**src/rtl/if_pkg.sv**
```systemverilog
// Shared types and constants for the instruction-fetch stage.
// IF_BOOT_VECTOR_EN selects the two-word boot-vector load after reset.
package if_pkg;

  typedef enum logic [1:0] {
    BOOT_LO = 2'd0,
    BOOT_HI = 2'd1,
    FETCH   = 2'd2,
    IMM2    = 2'd3
  } if_state_e;

  localparam logic [15:0] NOP             = 16'h0000;
  localparam logic [1:0]  TWO_WORD_PREFIX = 2'b11;
  localparam logic [31:0] RESET_PC        = 32'h0000_0020;
  localparam int          IF_ID_W         = 66;

  // One IF/ID slot; packs to exactly IF_ID_W bits.
  typedef struct packed {
    logic [15:0] instruction;
    logic [31:0] pc;
    logic [15:0] imm;
    logic        interrupt_signal;
    logic        valid;
  } if_id_t;

  function automatic logic is_two_word(input logic [15:0] word);
    return word[15:14] == TWO_WORD_PREFIX;
  endfunction

endpackage

```
**src/rtl/if_stage_if_id_reg.sv**
```systemverilog
// IF/ID pipeline register: holds when en is low, loads a bubble
// (NOP, no immediate, not valid, pc kept) when bubble is high.
module if_id_reg
  import if_pkg::*;
(
  input  logic   clk,
  input  logic   reset,
  input  logic   en,
  input  logic   bubble,
  input  if_id_t d,
  output if_id_t q
);

  // Slot update: hold, bubble, or load the new fetch result.
  always_ff @(posedge clk or negedge reset) begin
    if (!reset) begin
      q.instruction      <= NOP;
      q.pc               <= '0;
      q.imm              <= '0;
      q.interrupt_signal <= 1'b0;
      q.valid            <= 1'b0;
    end else if (en) begin
      if (bubble) begin
        q.instruction      <= NOP;
        q.imm              <= '0;
        q.interrupt_signal <= 1'b0;
        q.valid            <= 1'b0;
      end else begin
        q <= d;
      end
    end
  end

endmodule

```
**src/rtl/if_stage.sv**
```systemverilog
// Instruction-fetch stage: PC, fetch FSM, interrupt injection, IF/ID slot.
// Optional feature: IF_BOOT_VECTOR_EN loads the start PC from words 0/1.
// Flow: valid_r marks a real instruction in IF/ID; stall is backpressure
// from decode and freezes everything except interrupt capture; redirect
// overrides stall and always leaves a bubble behind it.
module if_stage
  import if_pkg::*;
(
  input  logic        clk,
  input  logic        reset,
  output logic [31:0] imem_addr,
  input  logic [15:0] imem_data,
  input  logic        stall,
  input  logic        flush,
  input  logic        redirect_valid,
  input  logic [31:0] redirect_pc,
  input  logic        interrupt,
  output logic [15:0] instruction_r,
  output logic [31:0] pc_r,
  output logic [15:0] imm_r,
  output logic        interrupt_signal_r,
  output logic        valid_r,
  output if_state_e   state_dbg
);

`ifdef IF_BOOT_VECTOR_EN
  localparam if_state_e   RST_STATE = BOOT_LO;
  localparam logic [31:0] RST_PC    = 32'h0;
`else
  localparam if_state_e   RST_STATE = FETCH;
  localparam logic [31:0] RST_PC    = RESET_PC;
`endif

  if_state_e   state;
  logic [31:0] pc;
  logic        int_pending;
  logic        int_prev;
  logic [15:0] lat_word;
  logic [31:0] lat_pc;

  if_id_t id_d;
  if_id_t id_q;
  logic   id_bubble;
  logic   take_int;
  logic   advance;
  logic   int_rise;

  assign advance   = !redirect_valid && !stall;
  assign int_rise  = interrupt && !int_prev;
  assign state_dbg = state;

  // Memory address: boot vector words during boot, otherwise the PC.
  always_comb begin
    imem_addr = pc;
    case (state)
`ifdef IF_BOOT_VECTOR_EN
      BOOT_LO: imem_addr = 32'd0;
      BOOT_HI: imem_addr = 32'd1;
`endif
      default: imem_addr = pc;
    endcase
  end

  // Next IF/ID contents; anything that is not a completed fetch is a bubble.
  always_comb begin
    id_d      = '0;
    id_d.pc   = pc;
    id_bubble = 1'b1;
    take_int  = 1'b0;
    case (state)
      FETCH: begin
        if (int_pending) begin
          take_int              = 1'b1;
          id_d.instruction      = NOP;
          id_d.interrupt_signal = 1'b1;
          id_d.valid            = 1'b1;
          id_bubble             = 1'b0;
        end else if (!is_two_word(imem_data)) begin
          id_d.instruction = imem_data;
          id_d.valid       = 1'b1;
          id_bubble        = 1'b0;
        end
      end
      IMM2: begin
        id_d.instruction = lat_word;
        id_d.imm         = imem_data;
        id_d.pc          = lat_pc;
        id_d.valid       = 1'b1;
        id_bubble        = 1'b0;
      end
      default: ;
    endcase
    // A flush landing on an injection slot drops that interrupt.
    if (redirect_valid || flush) id_bubble = 1'b1;
  end

  // FSM, PC, latched first word and interrupt request tracking.
  always_ff @(posedge clk or negedge reset) begin
    if (!reset) begin
      state       <= RST_STATE;
      pc          <= RST_PC;
      int_pending <= 1'b0;
      int_prev    <= 1'b0;
      lat_word    <= NOP;
      lat_pc      <= '0;
    end else begin
      int_prev    <= interrupt;
      int_pending <= (int_pending && !(take_int && advance)) || int_rise;
      if (redirect_valid) begin
        pc       <= redirect_pc;
        state    <= FETCH;
        lat_word <= NOP;
        lat_pc   <= '0;
      end else if (!stall) begin
        case (state)
`ifdef IF_BOOT_VECTOR_EN
          BOOT_LO: begin
            pc[15:0] <= imem_data;
            state    <= BOOT_HI;
          end
          BOOT_HI: begin
            pc[31:16] <= imem_data;
            state     <= FETCH;
          end
`endif
          FETCH: begin
            // An injection holds the PC so the return address is exact.
            if (!int_pending) begin
              if (is_two_word(imem_data)) begin
                lat_word <= imem_data;
                lat_pc   <= pc;
                state    <= IMM2;
              end
              pc <= pc + 32'd1;
            end
          end
          IMM2: begin
            pc    <= pc + 32'd1;
            state <= FETCH;
          end
          default: state <= FETCH;
        endcase
      end
    end
  end

  if_id_reg u_if_id_reg (
    .clk    (clk),
    .reset  (reset),
    .en     (!stall || redirect_valid),
    .bubble (id_bubble),
    .d      (id_d),
    .q      (id_q)
  );

  assign instruction_r      = id_q.instruction;
  assign pc_r               = id_q.pc;
  assign imm_r              = id_q.imm;
  assign interrupt_signal_r = id_q.interrupt_signal;
  assign valid_r            = id_q.valid;

endmodule

```
**config.mk**
```make
export PLATFORM = sky130hd
export DESIGN_NAME = if_stage
export DESIGN_NICKNAME = d
export VERILOG_FILES = /design/src/rtl/if_pkg.sv /design/src/rtl/if_stage_if_id_reg.sv /design/src/rtl/if_stage.sv
export SDC_FILE = /design/constraint.sdc
export NUM_CORES = 1
export LEC_CHECK = 0
export CAP_MARGIN = 20
export CORE_UTILIZATION = 51
export CTS_CLUSTER_DIAMETER = 200
export CTS_CLUSTER_SIZE = 16
export DETAILED_ROUTE_END_ITERATION = 10
export PLACE_DENSITY = 0.9
export SYNTH_ARGS = -nofsm -noshare
export SYNTH_HDL_FRONTEND = slang
export SYNTH_SLANG_ARGS = --single-unit
```
**constraint.sdc**
```tcl
create_clock -name clk -period 2.2 [get_ports clk]
set_input_delay 0.44 -clock clk [delete_from_list [all_inputs] [get_ports clk]]
set_output_delay 0.44 -clock clk [all_outputs]
set_load 0.03 [all_outputs]
```
## Word level (Yosys, flattened, before mapping)

Cells that the tools add are included.

| cells by class | value |
|---|---|
| add/sub/neg operators | 1 |
| multiply operators | 0 |
| divide/modulo/power cells | 0 |
| $lt $le $gt $ge | 0 |
| eq/ne operators | 7 |
| shift-type cells | 0 |
| multiplexer cells | 34 |
| bitwise operators | 1 |
| reductions and logical operators | 18 |

Operators with widths:

| operator | count |
|---|---|
| $mux W32 | 8 |
| $mux W16 | 8 |
| $pmux W32 S2 | 1 |
| $mux W48 | 1 |
| $add A32 B1 Y32 const B | 1 |
| $pmux W16 S2 | 1 |
| $mux W18 | 1 |
| $mux W2 | 5 |
| $mux W1 | 7 |
| $eq A2 B2 Y1 const B | 3 |
| $ne A3 B3 Y1 const B | 2 |
| $reduce_and A3 Y1 | 2 |
| $logic_and A1 B1 Y1 | 4 |
| $logic_not A1 Y1 | 4 |
| $pmux W1 S2 | 2 |
| $reduce_and A4 Y1 | 1 |
| $reduce_bool A2 Y1 | 2 |
| $logic_or A1 B1 Y1 | 3 |
| $reduce_bool A3 Y1 | 1 |
| $ne A2 B1 Y1 const B | 1 |
| $ne A2 B2 Y1 const B | 1 |
| $reduce_and A2 Y1 | 1 |
| $not A1 Y1 | 1 |

| storage, ports and cells | value |
|---|---|
| register bits after elaboration | 150 |
| latch bits | 0 |
| RAM bits | 0 |
| bits in read-only memories | 0 |
| input port bits | 54 |
| output and inout port bits | 100 |
| word-level logic and storage cells | 72 |
| memories kept | 0 |

## Logic depth before layout (Yosys ltp)

Gate-level depths: netlist of run 1.

| depth | value |
|---|---|
| word-level depth | 7 |
| mapped depth | 6 |
| mapped depth without buffers | 5 |

## Hierarchy

A second synthesis of run 1 with hierarchy kept.

| unflattened totals | value |
|---|---|
| cell total of the unflattened synthesis | 731 |
| area, all modules | 7379.6 sq um |

Modules (own cells, without submodules):

| module | instances | cells each | area an instance (sq um) | seq. area each (sq um) |
|---|---|---|---|---|
| if_stage | 1 | 521 | 4628.2 | 2078.2 |
| if_id_reg | 1 | 210 | 2751.4 | 1651.6 |

## Worst setup path after synthesis of run 1

No wires, ideal clock.

| timing | value |
|---|---|
| path kind | flip-flop to flip-flop |
| start | register pc[0] (netlist: imem_addr[0]) |
| end | register pc[16] (netlist: imem_addr[16]) |
| library setup time | 0.082 ns |
| arrival | 2.059 ns |
| required time | 2.118 ns |
| setup slack | 0.059 ns |
| cell stages (with the launch flop) | 6 |
| buffers on the path | 0 |
| period minus slack after synthesis | 2.141 ns |
| cell sequence | dfrtp_1 > ha_1 > nand2_2 > or4b_4 > or4_1 > a31oi_1 |

| between the ends | value |
|---|---|
| word-level cells in the longest chain between the ends | 5 |

Ends and longest elaborated chain:

| item | RTL line | RTL |
|---|---|---|
| from (decl) | if_stage.sv:35 | `logic [31:0] pc;` |
| from (signal assigned) | if_stage.sv:110 | `pc <= redirect_pc;` |
| from (signal assigned) | if_stage.sv:134 | `pc <= pc + 32'd1;` |
| from (signal assigned) | if_stage.sv:138 | `pc <= pc + 32'd1;` |
| $add A32 B1 Y32 * | if_stage.sv:134, if_stage.sv:138 |  |
| $mux W32 | if_stage.sv:128 | `if (!int_pending) begin` |
| $pmux W32 S2 * | if_stage.sv:115 | `case (state)` |
| $mux W32 * | if_stage.sv:114 | `end else if (!stall) begin` |
| $mux W32 * | if_stage.sv:109 | `if (redirect_valid) begin` |

Every way passes the cells marked *; elsewhere a longest branch is shown, timed or not. The select of a mux whose other input is x is not followed.
A chain may end at the register's enable or synchronous reset.

## Final worst setup path of run 1

| timing | value |
|---|---|
| start | register pc[20] (netlist: imem_addr[20]) |
| end | output imem_addr[20] |

RTL lines:

| item | RTL line | RTL |
|---|---|---|
| to (decl) | if_stage.sv:11 | `output logic [31:0] imem_addr,` |

No word-level cell between the ends.

==> results of run 1 <==
-- flip-flops by register name, summed over array words and instances, names as in the netlist --
signal,count
int_pending,1
lat_pc,32
imem_addr,32
state_dbg,1
lat_word,16
int_prev,1
u_if_id_reg.q,66
-- layer usage --
| metal | share of wire | track usage | wire [um] | vias up |
|---|---|---|---|---|
| met5 | 0 | 0 | 0 | - |
| met2 | 0.49 | 0.462 | 9490 | 304 |
| li1 | - | - | - | 3008 |
| met1 | 0.41 | 0.373 | 8020 | 3144 |
| met3 | 0.072 | 0.0475 | 1390 | 49 |
| met4 | 0.030 | 0.147 | 579 | 0 |
-- cell usage after synthesis (2+ instances only) --
cell type	count
nand2_1	164
dfrtp_1	148
o21ai_0	60
a21oi_1	51
clkbuf_1	51
mux2i_1	33
nor2_1	24
nand3_1	21
a22oi_1	20
a22o_1	16
o31ai_1	14
nand4_1	13
nor2b_1	11
or4_1	11
a31oi_1	10
nor3_1	10
nor4_1	9
and4_1	8
inv_1	8
or3_1	8
buf_2	7
xnor2_1	6
a211o_1	4
nor4b_1	4
a21boi_0	3
o211ai_1	3
a221o_1	2
a311oi_1	2
and2_1	2
nand2b_1	2
nand4b_1	2
nor4_2	2
-- placed cells by master (no fill, tap or decap), drive strengths merged, types with 20 or more instances in the layout --
cell type      instances
mux2i                 33
nand3                 22
clkbuf                24
dfrtp                148
clkdlybuf4s50        148
nand2                165
a21oi                 51
buf                   56
a22oi                 20
nor2                  24
o21ai                 60
-- per-stage QoR --
stage	area [um2]	instances	setup TNS, ns
floorplan	7040	750	0
global placement	9030	1070	-0.152
detailed placement	9030	1070	-3.04
CTS	9640	1101	0
global route	9640	1102	0
finish	9640	1102	0
-- cell type report --
type / instances / share of cell area
multi-input combinational: 532 / 0.317
sequential: 149 / 0.387
inverter: 8 / 0.00311
tap: 176 / 0.0228
clock inverter: 6 / 0.00960
timing repair buffer: 207 / 0.208
clock buffer: 24 / 0.0520
-- final timing paths --
kind | to | from | slack, ns
worst min-delay path | lat_word[15] | redirect_valid | 0.42
max in group asynchronous | lat_word[11] | reset | 1.02
worst max register to register | imem_addr[20] | imem_addr[5] | 0.15
worst min register to register | int_pending | int_prev | 0.43
min in group asynchronous | lat_pc[14] | reset | 0.55
worst max-delay path | imem_addr[20] | imem_addr[20] | 0.06
-- power groups by stage --
stage | Combinational, mW | Sequential, mW | Clock, mW
5_1_grt | 1.82 | 3.17 | 3.06
3_5_place_dp | 1.69 | 3.19 | 0
4_1_cts | 1.71 | 3.15 | 2.93
3_3_place_gp | 1.66 | 3.18 | 0
6_report | 1.71 | 3.15 | 2.90
2_1_floorplan | 0.482 | 3.57 | 0
-- timing repair --
action	4_1_cts	5_1_grt
endpoints found under the hold margin	44	0
gates resized for setup	2	0
setup endpoints to repair	2	0
hold buffers	1	0
-- kinds of logic (layout without fill, tap and decap cells) --
family	Yosys count	count (layout)
flip-flops	149	149
buffers and inverters	69	245
XOR/XNOR	7	7
other	1	1
AND/OR/NAND/NOR	300	300
AO/OA/AOI/OAI	190	190
multiplexers	33	33
adder cells (fa/ha/maj)	1	1
==> metrics, run 1 <==
adder-cell area share of the yosys netlist=0.00178; net count after synthesis=805; initial antenna violation count=0; Post-layout nets=970; FF-to-FF path depth=4; fillers=980; CTS tree=yes; critical path depth in cells=1; worst path bufs/invs=1; Clock power frac=0.374; number of remaining DRC errors=0; Max-Cap Viols=0; Total GRT Usage=0.286; CP top delay family=buffers and inverters; Num CTS Buffers=17; aggregate routed wire length=19500 um; largest family of logic cells by synthesized area=simple AND/OR/NAND/NOR gates; CTS Sinks=149; hold crit path type=in2reg; sw frac=0.292; Clock Latency Late Sink=0.41 ns; core area=0.0133 mm2; I/O Pins=154; slew at the pin closest to its max-slew limit=0.704 ns; Post-synth EDFFs=0; CP Class=reg2out; Die Wd=120 um; largest net degree at the start of global routing=56; Slew Viols, Final=0; vias in the first global route=6306; mean area per synthesized cell=9.39 um2; final setup fails=0; Power per Cell Area=804 mW/mm2; antenna diode count=0; Post-Synth XOR/XNOR Area=0.00871; layout cells sized above 1=0.107; final hold vios=0; headroom to the max-slew limit=0.531; unrepaired setup endpoints after global routing=no; Rows=42; hold depth=2; Max Root-Sink Buffers=2; HPWL Detailed=13400 um; mux cell area share after synthesis=0.0469; maximum VDD drop=0.000576 V; Routed Antenna Nets=0; wire length per cell=17.7 um; via count=6505; Post-Synth Simple-Gate Area=0.206; clock skew=0.00913 ns; gr ovfl total=0; YS warnings=0; crit-path max cell delay=0.75 ns; cells after synthesis=750; status=finished, final reports clean; Synth Flop Type=dfrtp_1; TritonRoute pass-1 iters=6; H-tree depth=4; Final Core Density=0.723; multi-input logic area=0.00306 mm2; #FFs+latches synth=149; P&R area growth vs syn=37.0%; I/O Buffers=152; synth top area cells=dfrtp_1 (53%), nand2_1 (8.7%), mux2i_1 (4.7%); Seq/Total Area, Yosys=0.530; Synth cell types=53; DP Worst Slack=-0.155 ns; sequential cell area=0.00373 mm2; CP Max Fanout=8; Post-CTS Setup Bufs=0; Worst setup SP type=register; Cell Chain, Critical Path=clkdlybuf4s50_1; cell taking the most area after synthesis=dfrtp_1; Leak Pwr=3.94 nW; clock slew at reported path FFs=0.06 ns; CP endpoint kind=output port; Tot Pwr=7.75 mW; sw power=2.26 mW; Initial Util=0.528; CP arrival=1.70 ns; Max Clock Freq=0.467 GHz; Synth Area in Compound Gates=0.166; Worst EP required=1.76 ns; sequential share of power=0.406; Gate power share=0.220; period utilisation layout=0.974; top cell type's share of synthesized area=0.526; via/cell ratio=5.90; drt first-iter violations=596; CP max stage cell=clkdlybuf4s50_1; WHS=0.418 ns; internal power=5.49 mW; die area=0.0143 mm2; Post-synth ARST share=1.00; RD Place Congestion=0.962; final worst slack=0.0574 ns; Syn Std Cell Area=0.00704 mm2; clock root buffer=clkbuf_16; crit path time final=2.14 ns; first-pass GRT wire length=32000 um; die height=120 um
Note: power is estimated with default switching activity, not from simulation.
==> run 2, diff against run 1 <==
--- a/config.mk
+++ b/config.mk
@@ -5,12 +5,13 @@
 export SDC_FILE = /design/constraint.sdc
 export NUM_CORES = 1
 export LEC_CHECK = 0
-export CAP_MARGIN = 20
+export CAP_MARGIN = 25
 export CORE_UTILIZATION = 51
 export CTS_CLUSTER_DIAMETER = 200
 export CTS_CLUSTER_SIZE = 16
 export DETAILED_ROUTE_END_ITERATION = 10
 export PLACE_DENSITY = 0.9
+export SETUP_SLACK_MARGIN = 0.1
 export SYNTH_ARGS = -nofsm -noshare
 export SYNTH_HDL_FRONTEND = slang
 export SYNTH_SLANG_ARGS = --single-unit
==> metrics, run 2 (synthesis gave the netlist of run 1 again) <==
status=finished, final reports clean; via/cell ratio=5.95; HPWL Detailed=13400 um; aggregate routed wire length=19900 um; largest net degree at the start of global routing=58; final setup fails=0; sequential cell area=0.00373 mm2; maximum VDD drop=0.000493 V; Clock power frac=0.380; period utilisation layout=0.945; hold crit path type=in2reg; Design Area, Final=0.00970 mm2; TritonRoute pass-1 iters=6; sw frac=0.303; antenna diode count=0; DP Area=0.00907 mm2; number of remaining DRC errors=0; Tot Pwr=7.81 mW; final worst slack=0.121 ns; unrepaired setup endpoints after global routing=no; I/O Buffers=152; CP endpoint kind=output port; headroom to the max-slew limit=0.458; die area=0.0143 mm2; Num CTS Buffers=17; CTS Sinks=149; clock slew at reported path FFs=0.06 ns; Slew Viols, Final=0; I/O Pins=154; Post-layout nets=974; Routed Antenna Nets=0; Max-Cap Viols=0; sequential share of power=0.404; first-pass GRT wire length=32300 um; CP arrival=1.64 ns; Biggest register=u_if_id_reg.q; via count=6596; CTS tree=yes; wire length per cell=17.9 um; Worst setup SP type=register; Leak Pwr=4.03 nW; Rows=42; multi-input logic area=0.00307 mm2; drt first-iter violations=664; core area=0.0133 mm2; initial antenna violation count=0; Total GRT Usage=0.292; vias in the first global route=6306; fillers=959; Clock Latency Late Sink=0.43 ns; Die Wd=120 um; crit path time final=2.08 ns; Power per Cell Area=805 mW/mm2; Final Core Density=0.727; CP Max Fanout=9; H-tree depth=4; FF-to-FF path depth=5; Max Clock Freq=0.481 GHz; Max Root-Sink Buffers=2; Worst EP required=1.76 ns; P&R area growth vs syn=37.8%; DP Worst Slack=-0.186 ns; Initial Util=0.528; max FFs per register=66; hold depth=2; die height=120 um; WHS=0.304 ns; slew at the pin closest to its max-slew limit=0.812 ns; final hold vios=0; clock root buffer=clkbuf_16; most frequent cells in the layout=nand2_1 (164), dfrtp_1 (145), clkdlybuf4s50_1 (131); sw power=2.37 mW; CP Class=reg2out; clock skew=0.00912 ns; RD Place Congestion=0.923; commonest non-fill, non-tap cell in the layout=nand2_1; Gate power share=0.216; gr ovfl total=0; internal power=5.45 mW; Post-CTS Setup Bufs=0; layout cells sized above 1=0.117
==> run 2: layer usage <==
layer / share of wire / GRT usage
met1: 0.41 / 0.387
met2: 0.48 / 0.475
met3: 0.080 / 0.0623
met4: 0.023 / 0.0992
met5: 0 / 0
==> run 2: critical path: stages, from the launching register on <==
cell,delay [ns]
dfrtp_1,0.35
buf_4,0.18
clkdlybuf4s50_1,0.68
==> run 2: worst paths after layout <==
kind	start	endpoint	slack (ns)
max in group asynchronous	reset	lat_pc[26]	1.03
min in group asynchronous	reset	lat_pc[5]	0.56
hold reg to reg	int_prev	int_pending	0.46
setup / recovery	imem_addr[17]	imem_addr[17]	0.12
hold / removal	redirect_valid	lat_pc[30]	0.30
setup reg to reg	imem_addr[0]	imem_addr[14]	0.22
==> run 2: cell type report <==
type / instances / area share
Sequential cell: 149 / 0.385
Tap cell: 176 / 0.0227
Multi-Input combinational cell: 532 / 0.316
Inverter: 8 / 0.00310
Clock inverter: 14 / 0.0184
Clock buffer: 18 / 0.0442
Timing Repair Buffer: 211 / 0.211
==> run 2: per-stage QoR <==
step | setup TNS [ns] | instances
6_report | 0 | 1108
3_5_place_dp | -10.78 | 1075
3_3_place_gp | -5.07 | 1075
4_1_cts | 0 | 1108
5_1_grt | 0 | 1108
2_1_floorplan | 0 | 750
==> run 2: power groups by stage <==
stage / clock network (mW) / logic, mW / registers (mW)
3_5_place_dp: 0 / 1.69 / 3.20
4_1_cts: 3.00 / 1.69 / 3.15
6_report: 2.97 / 1.69 / 3.16
5_1_grt: 3.14 / 1.80 / 3.18
2_1_floorplan: 0 / 0.482 / 3.57
3_3_place_gp: 0 / 1.66 / 3.19
==> run 2: what timing repair did <==
item	4_1_cts	5_1_grt
resized for setup	12	8
setup endpoints to repair	12	14
cloned	0	0
hold buffers	1	0
hold endpoints to repair	52	0
==> run 3, diff against run 2 <==
--- a/config.mk
+++ b/config.mk
@@ -12,6 +12,8 @@
 export DETAILED_ROUTE_END_ITERATION = 10
 export PLACE_DENSITY = 0.9
 export SETUP_SLACK_MARGIN = 0.1
+export SKIP_CTS_REPAIR_TIMING = 1
+export SLEW_MARGIN = 20
 export SYNTH_ARGS = -nofsm -noshare
 export SYNTH_HDL_FRONTEND = slang
 export SYNTH_SLANG_ARGS = --single-unit
==> metrics, run 3 (synthesis gave the netlist of run 1 again) <==
TritonRoute pass-1 iters=5; WHS=-0.0153 ns; CTS tree=yes; final hold vios=52; Total GRT Usage=0.291; period utilisation layout=0.938; die area=0.0143 mm2; DP Area=0.00907 mm2; hold crit path type=in2async; status=finished with violations; violated checks=hold timing; Worst setup SP type=register; via count=6591; CTS Sinks=149; number of remaining DRC errors=0; Max-Cap Viols=0; Max Root-Sink Buffers=2; Leak Pwr=4.12 nW; H-tree depth=4; CP Max Fanout=9; Initial Util=0.528; Biggest register=u_if_id_reg.q; Power per Cell Area=804 mW/mm2; final setup fails=0; Clock Latency Late Sink=0.43 ns; crit-path max cell delay=0.68 ns; gr ovfl total=0; HPWL Detailed=13400 um; fillers=947; CP Class=reg2out; largest net degree at the start of global routing=58; Final Core Density=0.729; Slew Viols, Final=0; Die Wd=120 um; clock root buffer=clkbuf_16; Max Clock Freq=0.485 GHz; clock skew=0.00840 ns; most frequent cells in the layout=nand2_1 (164), dfrtp_1 (145), clkdlybuf4s50_1 (131); crit path time final=2.06 ns; Design Area, Final=0.00974 mm2; die height=120 um; initial antenna violation count=0; clock slew at reported path FFs=0.06 ns; antenna diode count=0; aggregate routed wire length=19800 um; I/O Pins=154; Num CTS Buffers=17; I/O Buffers=152; vias in the first global route=6304; Routed Antenna Nets=0; first-pass GRT wire length=32300 um; drt first-iter violations=707; Rows=42; core area=0.0133 mm2; wire length per cell=17.9 um; maximum VDD drop=0.000490 V; FF-to-FF path depth=4; unrepaired setup endpoints after global routing=no; Post-layout nets=973; via/cell ratio=5.95; layout cells sized above 1=0.117; slew at the pin closest to its max-slew limit=0.815 ns; max FFs per register=66; headroom to the max-slew limit=0.456; CP endpoint kind=output port; commonest non-fill, non-tap cell in the layout=nand2_1; RD Place Congestion=0.923; CP max stage cell=clkdlybuf4s50_1; Cell Chain, Critical Path=buf_4, clkdlybuf4s50_1; P&R area growth vs syn=38.3%; CP arrival=1.62 ns; Worst EP required=1.76 ns
[run 3: cell types whose count changed in the layout (fill, tap and decap cells not counted)]
cell            before  now
dlygate4sd3_1        1    0
dlymetal6s2s_1       7   19
dlygate4sd2_1       12    0
[run 3: routing by layer]
layer,global-route usage,wire length (um),vias up
li1,-,-,3020
met1,0.387,8200,3203
met2,0.475,9740,328
met3,0.0623,1480,40
met4,0.0992,419,0
met5,0,0,-
[run 3: per-stage QoR]
| step | cells | hold slack (ns) | total power, mW | setup WS (ns) | setup TNS, ns |
|---|---|---|---|---|---|
| finish | 1107 | -0.0153 | 7.83 | 0.137 | 0 |
| global route | 1107 | 0.0148 | 8.13 | 0.103 | 0 |
| CTS | 1107 | -0.00514 | 7.86 | -0.0691 | -0.0912 |
| detailed placement | 1075 | 0.445 | 4.89 | -0.186 | -10.78 |
| global placement | 1075 | 0.441 | 4.85 | -0.126 | -5.07 |
| floorplan | 750 | 0.144 | 4.06 | 0.173 | 0 |
[run 3: final timing paths]
check	start	slack [ns]	endpoint
max reg2reg	imem_addr[15]	0.22	imem_addr[17]
max	imem_addr[17]	0.14	imem_addr[17]
min reg2reg	int_prev	0.46	int_pending
min	reset	-0.02	lat_pc[5]
max in group asynchronous	reset	1.60	lat_pc[28]
min in group clk	redirect_valid	0.30	lat_pc[30]
[run 3: final cells by class]
cell class              instances  area (um2)  area share
well taps                     176         220      0.0226
repair buffers                210        2080       0.213
inverters                       8        30.0     0.00308
clock buffers                  18         429      0.0441
multi-input cells             532        3070       0.315
clock inverters                14         179      0.0184
flip-flops and latches        149        3730       0.383
[run 3: where the power goes]
part           internal, mW  leakage, nW  switching [mW]
Clock                  1.79        0.287            1.18
Sequential             2.97         1.93           0.192
Combinational         0.702         1.91           0.997
Total                  5.46         4.12            2.37
[run 3: critical path, delay by kind of cell (launching register included)]
family / cells / cell delay (ns)
flops: 1 / 0.34
buf+inv: 2 / 0.85
